==> config.mk <==
export PLATFORM = sky130hd
export DESIGN_NAME = banco_registros
export DESIGN_NICKNAME = d
export VERILOG_FILES = /design/src/rtl/banco_registros.sv
export SDC_FILE = /design/constraint.sdc
export NUM_CORES = 2
export LEC_CHECK = 0
export CAP_MARGIN = 20
export CORE_ASPECT_RATIO = 0.7
export CORE_MARGIN = 2
export CORE_UTILIZATION = 55
export DETAILED_ROUTE_END_ITERATION = 10
export PLACE_DENSITY = 0.72
export SLEW_MARGIN = 20
export SYNTH_ARGS = -nofsm -noshare
export SYNTH_HDL_FRONTEND = slang
export SYNTH_SLANG_ARGS = --single-unit
==> constraint.sdc <==
create_clock -name clk -period 1.52 [get_ports clk]
set_input_delay 0.152 -clock clk [delete_from_list [all_inputs] [get_ports clk]]
set_output_delay 0.152 -clock clk [all_outputs]
set_load 0.05 [all_outputs]
==> src/rtl/banco_registros.sv <==
// Two-read/one-write register file: 32 x DATA_W, register 0 hard-wired to zero, registered reads.
// Optional macro BANCO_BYPASS_EN: a read of the address being written on the same edge returns DI.
module banco_registros #(
  parameter int DATA_W = 32,
  parameter int N_REG  = 32
) (
  input  logic              clk,
  input  logic              rst_n,
  input  logic              WE,
  input  logic [4:0]        DW,
  input  logic [DATA_W-1:0] DI,
  input  logic [4:0]        RA1,
  input  logic [4:0]        RA2,
  output logic [DATA_W-1:0] DR1,
  output logic [DATA_W-1:0] DR2,
  output logic [15:0]       WCNT
);

  logic [DATA_W-1:0] regs_q [N_REG];
  logic [DATA_W-1:0] dr1_q, dr1_d;
  logic [DATA_W-1:0] dr2_q, dr2_d;
  logic [15:0]       wcnt_q, wcnt_d;
  logic              wr_commit;

  // Writes to address 0 are dropped here, so regs_q[0] never leaves its reset value.
  assign wr_commit = WE && (DW != 5'd0);
  assign wcnt_d    = wcnt_q + 16'd1;

  function automatic logic [DATA_W-1:0] rd_sel(input logic [4:0] ra,
                                               input logic [DATA_W-1:0] cur);
    if (ra == 5'd0) return '0;
`ifdef BANCO_BYPASS_EN
    if (wr_commit && (DW == ra)) return DI;
`endif
    return cur;
  endfunction

  always_comb begin
    dr1_d = rd_sel(RA1, regs_q[RA1]);
    dr2_d = rd_sel(RA2, regs_q[RA2]);
  end

  // Reset clears data as well as control: software relies on every register reading 0 after reset.
  always_ff @(posedge clk or negedge rst_n) begin
    if (!rst_n) begin
      for (int i = 0; i < N_REG; i++) regs_q[i] <= '0;
      dr1_q  <= '0;
      dr2_q  <= '0;
      wcnt_q <= '0;
    end else begin
      if (wr_commit) begin
        regs_q[DW] <= DI;
        wcnt_q     <= wcnt_d;
      end
      dr1_q <= dr1_d;
      dr2_q <= dr2_d;
    end
  end

  assign DR1  = dr1_q;
  assign DR2  = dr2_q;
  assign WCNT = wcnt_q;

endmodule

## Yosys cells after proc, flatten, opt, wreduce, memory -nomap -nowiden

Cells that the tools add are included.

- Register bits after elaboration: 1104
- Bits in latches: 0
- Memory bits (writable): 0
- Memory bits (read-only): 0
- Bits of input ports: 50
- Output and inout port bits: 80
- Word-level logic and storage cells: 63
- Memories kept: 0

- $add $sub $neg: 1
- Multipliers: 0
- Divide/modulo/power cells: 0
- Magnitude comparators: 4
- Equality and inequality tests: 0
- Shift-type cells: 0
- Multiplexer cells: 15
- Bitwise logic cells: 3
- Reductions and logical operators: 5

Operator list:

| operator | count |
|---|---|
| 1024-bit bitwise mux | 1 |
| 32-bit binary-select mux with 5-bit select | 2 |
| 32-bit two-way mux | 9 |
| 32-bit demux with 5-bit select | 1 |
| 6-bit greater-or-equal comparator, second input constant | 3 |
| 5-bit inverter with 6-bit output | 3 |
| 16-bit by 1-bit adder with 16-bit output, second input constant | 1 |
| 5-bit zero test | 2 |
| 6-bit by 1-bit less-than comparator with 1-bit output, second input constant | 1 |
| 5-bit nonzero test | 1 |
| 1-bit logical AND | 2 |
| 1-bit two-way mux | 2 |

## Longest topological paths before layout

- Word-level depth: 6
- Mapped depth: 7
- Mapped depth without buffers: 5

## Worst setup path after synthesis

No wires, ideal clock.

- Path type: flip-flop to flip-flop
- Start point: reg wcnt_q[5], in the netlist WCNT[5]
- End point: reg wcnt_q[15], in the netlist WCNT[15]
- Library setup time: 140 ps
- Arrival time: 1887 ps
- Required time: 1380 ps
- Slack: -507 ps
- Cell stages (with the launch flop): 5
- Path buffers: 0
- Clock period less this slack: 2027 ps
- Cells stage by stage: dfrtp_1 > nand4_1 > a2111oi_4 > or3b_1 > xnor2_1

- Longest elaborated chain between the ends: 1

Ends and longest elaborated chain:

| element | RTL line | text |
|---|---|---|
| from (decl) | 22 | `logic [15:0] wcnt_q, wcnt_d;` |
| from (signal assigned) | 53 | `wcnt_q <= wcnt_d;` |
| 16-bit by 1-bit adder with 16-bit output | 27 | `assign wcnt_d = wcnt_q + 16'd1;` |

Every way passes these cells.
A chain may end at the register's enable or synchronous reset.

## Worst setup path after layout

- Start point: reg regs_q[997] (netlist name)
- End point: reg dr1_q[5], in the netlist DR1[5]

- Longest elaborated chain between the ends: 4

Ends and longest elaborated chain:

| element | RTL line | text |
|---|---|---|
| from (decl) | 19 | `logic [DATA_W-1:0] regs_q [N_REG];` |
| from (signal, indexed assignment) | 52 | `regs_q[DW] <= DI;` |
| 32-bit binary-select mux with 5-bit select | 39 | `dr1_d = rd_sel(RA1, regs_q[RA1]);` |
| 32-bit two-way mux (implied by the code) (2 in a row) | 39 |  |
| 32-bit two-way mux | 35 | `return cur;` |
| net dr1_d[5] | 20 | `logic [DATA_W-1:0] dr1_q, dr1_d;` |
| to (signal assigned) | 55 | `dr1_q <= dr1_d;` |
| to (decl) | 20 |  |

The timed path passes the listed nets, and every way through them passes these cells. The select of a mux whose other input is x is not followed.

==> flow_summary.rst <==
.. list-table::
   :header-rows: 1

   * - Metric
     - Value
   * - Final worst slack
     - -0.264 ns
   * - Achievable Freq
     - 560 MHz
   * - Power density of the placed cells
     - 1300 nW/um^2
   * - Post-Synth Adder-Cell Area
     - 0.0218%
   * - Synth area leader
     - sky130_fd_sc_hd__dfrtp_1
   * - All-layer global routing usage
     - 34.8%
   * - Worst Setup Path Type
     - reg -> reg
   * - Final Hold Violating Endpoints
     - 0
   * - Non-Filler Cell Area, Final
     - 69900 um^2
   * - Arrival @ worst endpoint
     - 2.39 ns
   * - Simple-gate share of the synthesized area
     - 1.95%
   * - Number of nets produced by synthesis
     - 3793
   * - Hold-critical path depth
     - 4
   * - Number of clock sinks
     - 1104
   * - Post-Synthesis Cells
     - 3742
   * - Number of distinct library cells after synthesis
     - 50
   * - Count of nets left with antenna violations after detail routing
     - 0
   * - Fraction of layout instances using a drive strength above 1
     - 59.8%
   * - Row Count
     - 99
   * - Clock latency of the later-clocked register in the worst-skew pair
     - 0.75 ns
   * - Clock Skew
     - 0.0296 ns
   * - Warning count from the yosys run
     - 0
   * - Outcome
     - complete, but fails checks
   * - Global-route wire length before repair
     - 272000 um
   * - IO Pins
     - 130
   * - Routed WL
     - 184000 um
   * - Maximum number of pins on one net before global-route repair
     - 90
   * - Area of the die
     - 107000 um^2
   * - Longest Clk Path Bufs
     - 3
   * - Top flip-flop cell by instance count after synthesis
     - sky130_fd_sc_hd__dfrtp_1
   * - Clock Pin Slew Worst Setup and Hold Paths
     - 0.06 ns
   * - Clock tree from TritonCTS
     - yes
   * - Count of unresolved DRC violations after routing
     - 0
   * - Via count
     - 38600
   * - Average cell area after synthesis
     - 15.3 um^2
   * - Startpoint class of the critical path
     - flop
   * - Largest family of logic cells by synthesized area
     - multiplexers
   * - Max Cap Violations
     - 0
   * - Setup crit end kind
     - flop
   * - Min-Delay Path Class
     - in -> reg
   * - Final Hold Slack
     - 0.116 ns
   * - Number of endpoints failing setup at the final stage
     - 68
   * - Main area contributors after synthesis
     - sky130_fd_sc_hd__dfrtp_1 (48%), sky130_fd_sc_hd__mux2_2 (19%), sky130_fd_sc_hd__mux4_2 (17%), sky130_fd_sc_hd__mux2i_1 (2.2%), sky130_fd_sc_hd__mux2_1 (1.6%)
   * - Port buffer count
     - 129
   * - DRT iter0 DRCs
     - 4047
   * - Yosys top cell area share
     - 48.1%
   * - Slew of the pin with the lowest slew margin
     - 0.870 ns
   * - Synth Area in Compound Gates
     - 4.68%
   * - Lkg Pwr
     - 30.6 nW
   * - Placeable core region
     - 104000 um^2
   * - Top fanout value on the critical path
     - 2
   * - Width of the die
     - 390 um
   * - Routed len/inst
     - 32.5 um
   * - Starting utilization of the core area
     - 55.3%
   * - Total half-perimeter wirelength after legalization and detailed placement
     - 122000 um
   * - Routability cong.
     - 0.884
   * - Gr ovfl total
     - 0
   * - # fillers
     - 7068
   * - Total CTS buffers
     - 109
   * - Total cell area at the placement stage
     - 64400 um^2
   * - Unrepaired setup endpoints after global routing
     - true
   * - Area share of xor/xnor cells in the synthesized design
     - 0.229%
   * - Async set or reset register ratio after synthesis
     - 100%
   * - Fraction of the yosys area taken by sequential cells
     - 48.1%
   * - Most common cell in the synthesized netlist
     - sky130_fd_sc_hd__dfrtp_1
   * - Leading post-synthesis cells by instance count
     - sky130_fd_sc_hd__dfrtp_1 (1104), sky130_fd_sc_hd__mux2_2 (973), sky130_fd_sc_hd__mux4_2 (431), sky130_fd_sc_hd__clkbuf_1 (194), sky130_fd_sc_hd__mux2i_1 (128)
   * - Final net count
     - 4248
   * - CTS H-tree depth
     - 3
   * - Vias per Instance
     - 6.83
   * - Portion of netlist area occupied by mux cells
     - 40.7%
   * - Area added between synthesis and finish
     - 21.8%
   * - Final-report max-slew violation count
     - 0
   * - Post-synthesis cell area
     - 57400 um^2
   * - Register-to-Register Path Depth
     - 6
   * - Final period demand of the worst path
     - 1.78 ns
   * - Root Buffer
     - sky130_fd_sc_hd__clkbuf_16
   * - Via count of the first global-routing pass
     - 39500
   * - Number of antenna violations at the first check in global routing
     - 10
   * - Fin crit share
     - 117%
   * - FF+latch count, synth
     - 1104
   * - Failing checks
     - setup timing
   * - Number of optimization iterations in the first detailed-route pass
     - 5
   * - Vert. Die Dim
     - 274 um
   * - Worst IR drop on VDD
     - 1010 uV
   * - EDFF count, synth
     - 0
   * - Headroom to the max-slew limit
     - 42.0%
   * - Critical Path RT
     - 2.13 ns
-- path summary, 6_finish.rpt --
check | from | to | slack, ns
hold / removal | RA2[2] | DR2[5]$_DFF_PN0_ | 0.12
min in group asynchronous | rst_n | DR2[31]$_DFF_PN0_ | 0.14
max in group asynchronous | rst_n | regs_q[1010]$_DFFE_PN0P_ | 0.56
hold reg to reg | regs_q[1016]$_DFFE_PN0P_ | regs_q[1016]$_DFFE_PN0P_ | 0.39
setup reg to reg | regs_q[997]$_DFFE_PN0P_ | DR1[5]$_DFF_PN0_ | -0.26
setup / recovery | regs_q[997]$_DFFE_PN0P_ | DR1[5]$_DFF_PN0_ | -0.26
-- power by group --
group	leakage [nW]	total, W	switching [W]	internal [W]
Sequential	14.1	0.0392	0.00426	0.0350
Clock	1.94	0.0298	0.0123	0.0175
Combinational	14.6	0.0219	0.00936	0.0125
Total	30.6	0.0909	0.0260	0.0650
-- cells by family after synthesis --
family                     count (synthesis)
DFF                                     1104
and+or+nand+nor                          188
xor gates and xnor gates                  15
adders and majority gates                  1
muxes                                   1633
buffers and inverters                    431
AOI/OAI and AO/OA                        370
-- cells in the final DEF (no fill, tap or decap), drive strengths merged, types with 7 or more instances in the layout --
| master | n |
|---|---|
| nor2b | 67 |
| a311oi | 64 |
| bufinv | 18 |
| a221oi | 47 |
| nor2 | 28 |
| o21ai | 111 |
| buf | 728 |
| clkbuf | 147 |
| a211oi | 64 |
| nand2 | 56 |
| xnor2 | 7 |
| mux2 | 1057 |
| mux4 | 448 |
| xor2 | 8 |
| o2111ai | 17 |
| clkinv | 29 |
| dfrtp | 1104 |
| nor3 | 7 |
| mux2i | 128 |
| a22oi | 64 |
| inv | 11 |
| clkdlybuf4s50 | 37 |
-- through the flow --
stage          setup slack, ns  instances  utilization (%)  setup TNS (ns)  total power, W
2_1_floorplan           -0.287       3742                -          -0.750          0.0516
3_3_place_gp            -0.827       5424             62.0         -587.10          0.0585
3_5_place_dp            -0.755       5424             62.0         -594.10          0.0594
4_1_cts                 -0.285       5633             66.7           -6.12          0.0902
5_1_grt                 -0.316       5655             67.3           -8.95          0.0941
6_report                -0.264       5656             67.3           -6.19          0.0909
-- critical path, stage by stage, from the launching register on --
cell	delay, ns
sky130_fd_sc_hd__dfrtp_1	0.39
sky130_fd_sc_hd__buf_6	0.12
sky130_fd_sc_hd__mux4_2	0.44
sky130_fd_sc_hd__mux2_4	0.29
sky130_fd_sc_hd__o21ai_4	0.15
sky130_fd_sc_hd__a311oi_2	0.06
sky130_fd_sc_hd__buf_4	0.22
-- flip-flops by register name (all words and copies together) (netlist names) --
name and cells:
regs_q 1024, DR1 32, DR2 32, WCNT 16
-- layout make-up --
type | count | area, um^2 | share of cell area, %
sequential | 1104 | 27600 | 39.6
antenna | 4 | 10.0 | 0.0143
multi-input combinational | 2207 | 28500 | 40.9
clock buffer | 147 | 3110 | 4.45
clock inverter | 56 | 820 | 1.17
timing repair buffer | 769 | 8000 | 11.5
inverter | 6 | 27.5 | 0.0394
tap | 1363 | 1710 | 2.44
-- timing repair --
item	4_1_cts	5_1_grt
endpoints found under the setup margin	87	98
pin swaps	33	52
resized for setup	239	104
buffers inserted	21	20
hold buffers	2	1
hold endpoints to repair	1104	1
-- layer usage --
layer | GRT usage [%] | wire, um | vias up
li1 | - | - | 15400
met1 | 50.6 | 77000 | 20800
met2 | 51.0 | 81400 | 1961
met3 | 8.56 | 17500 | 422
met4 | 13.5 | 7950 | 8
met5 | 0 | 55 | -
No activity file was read; power rests on OpenSTA's default activity.
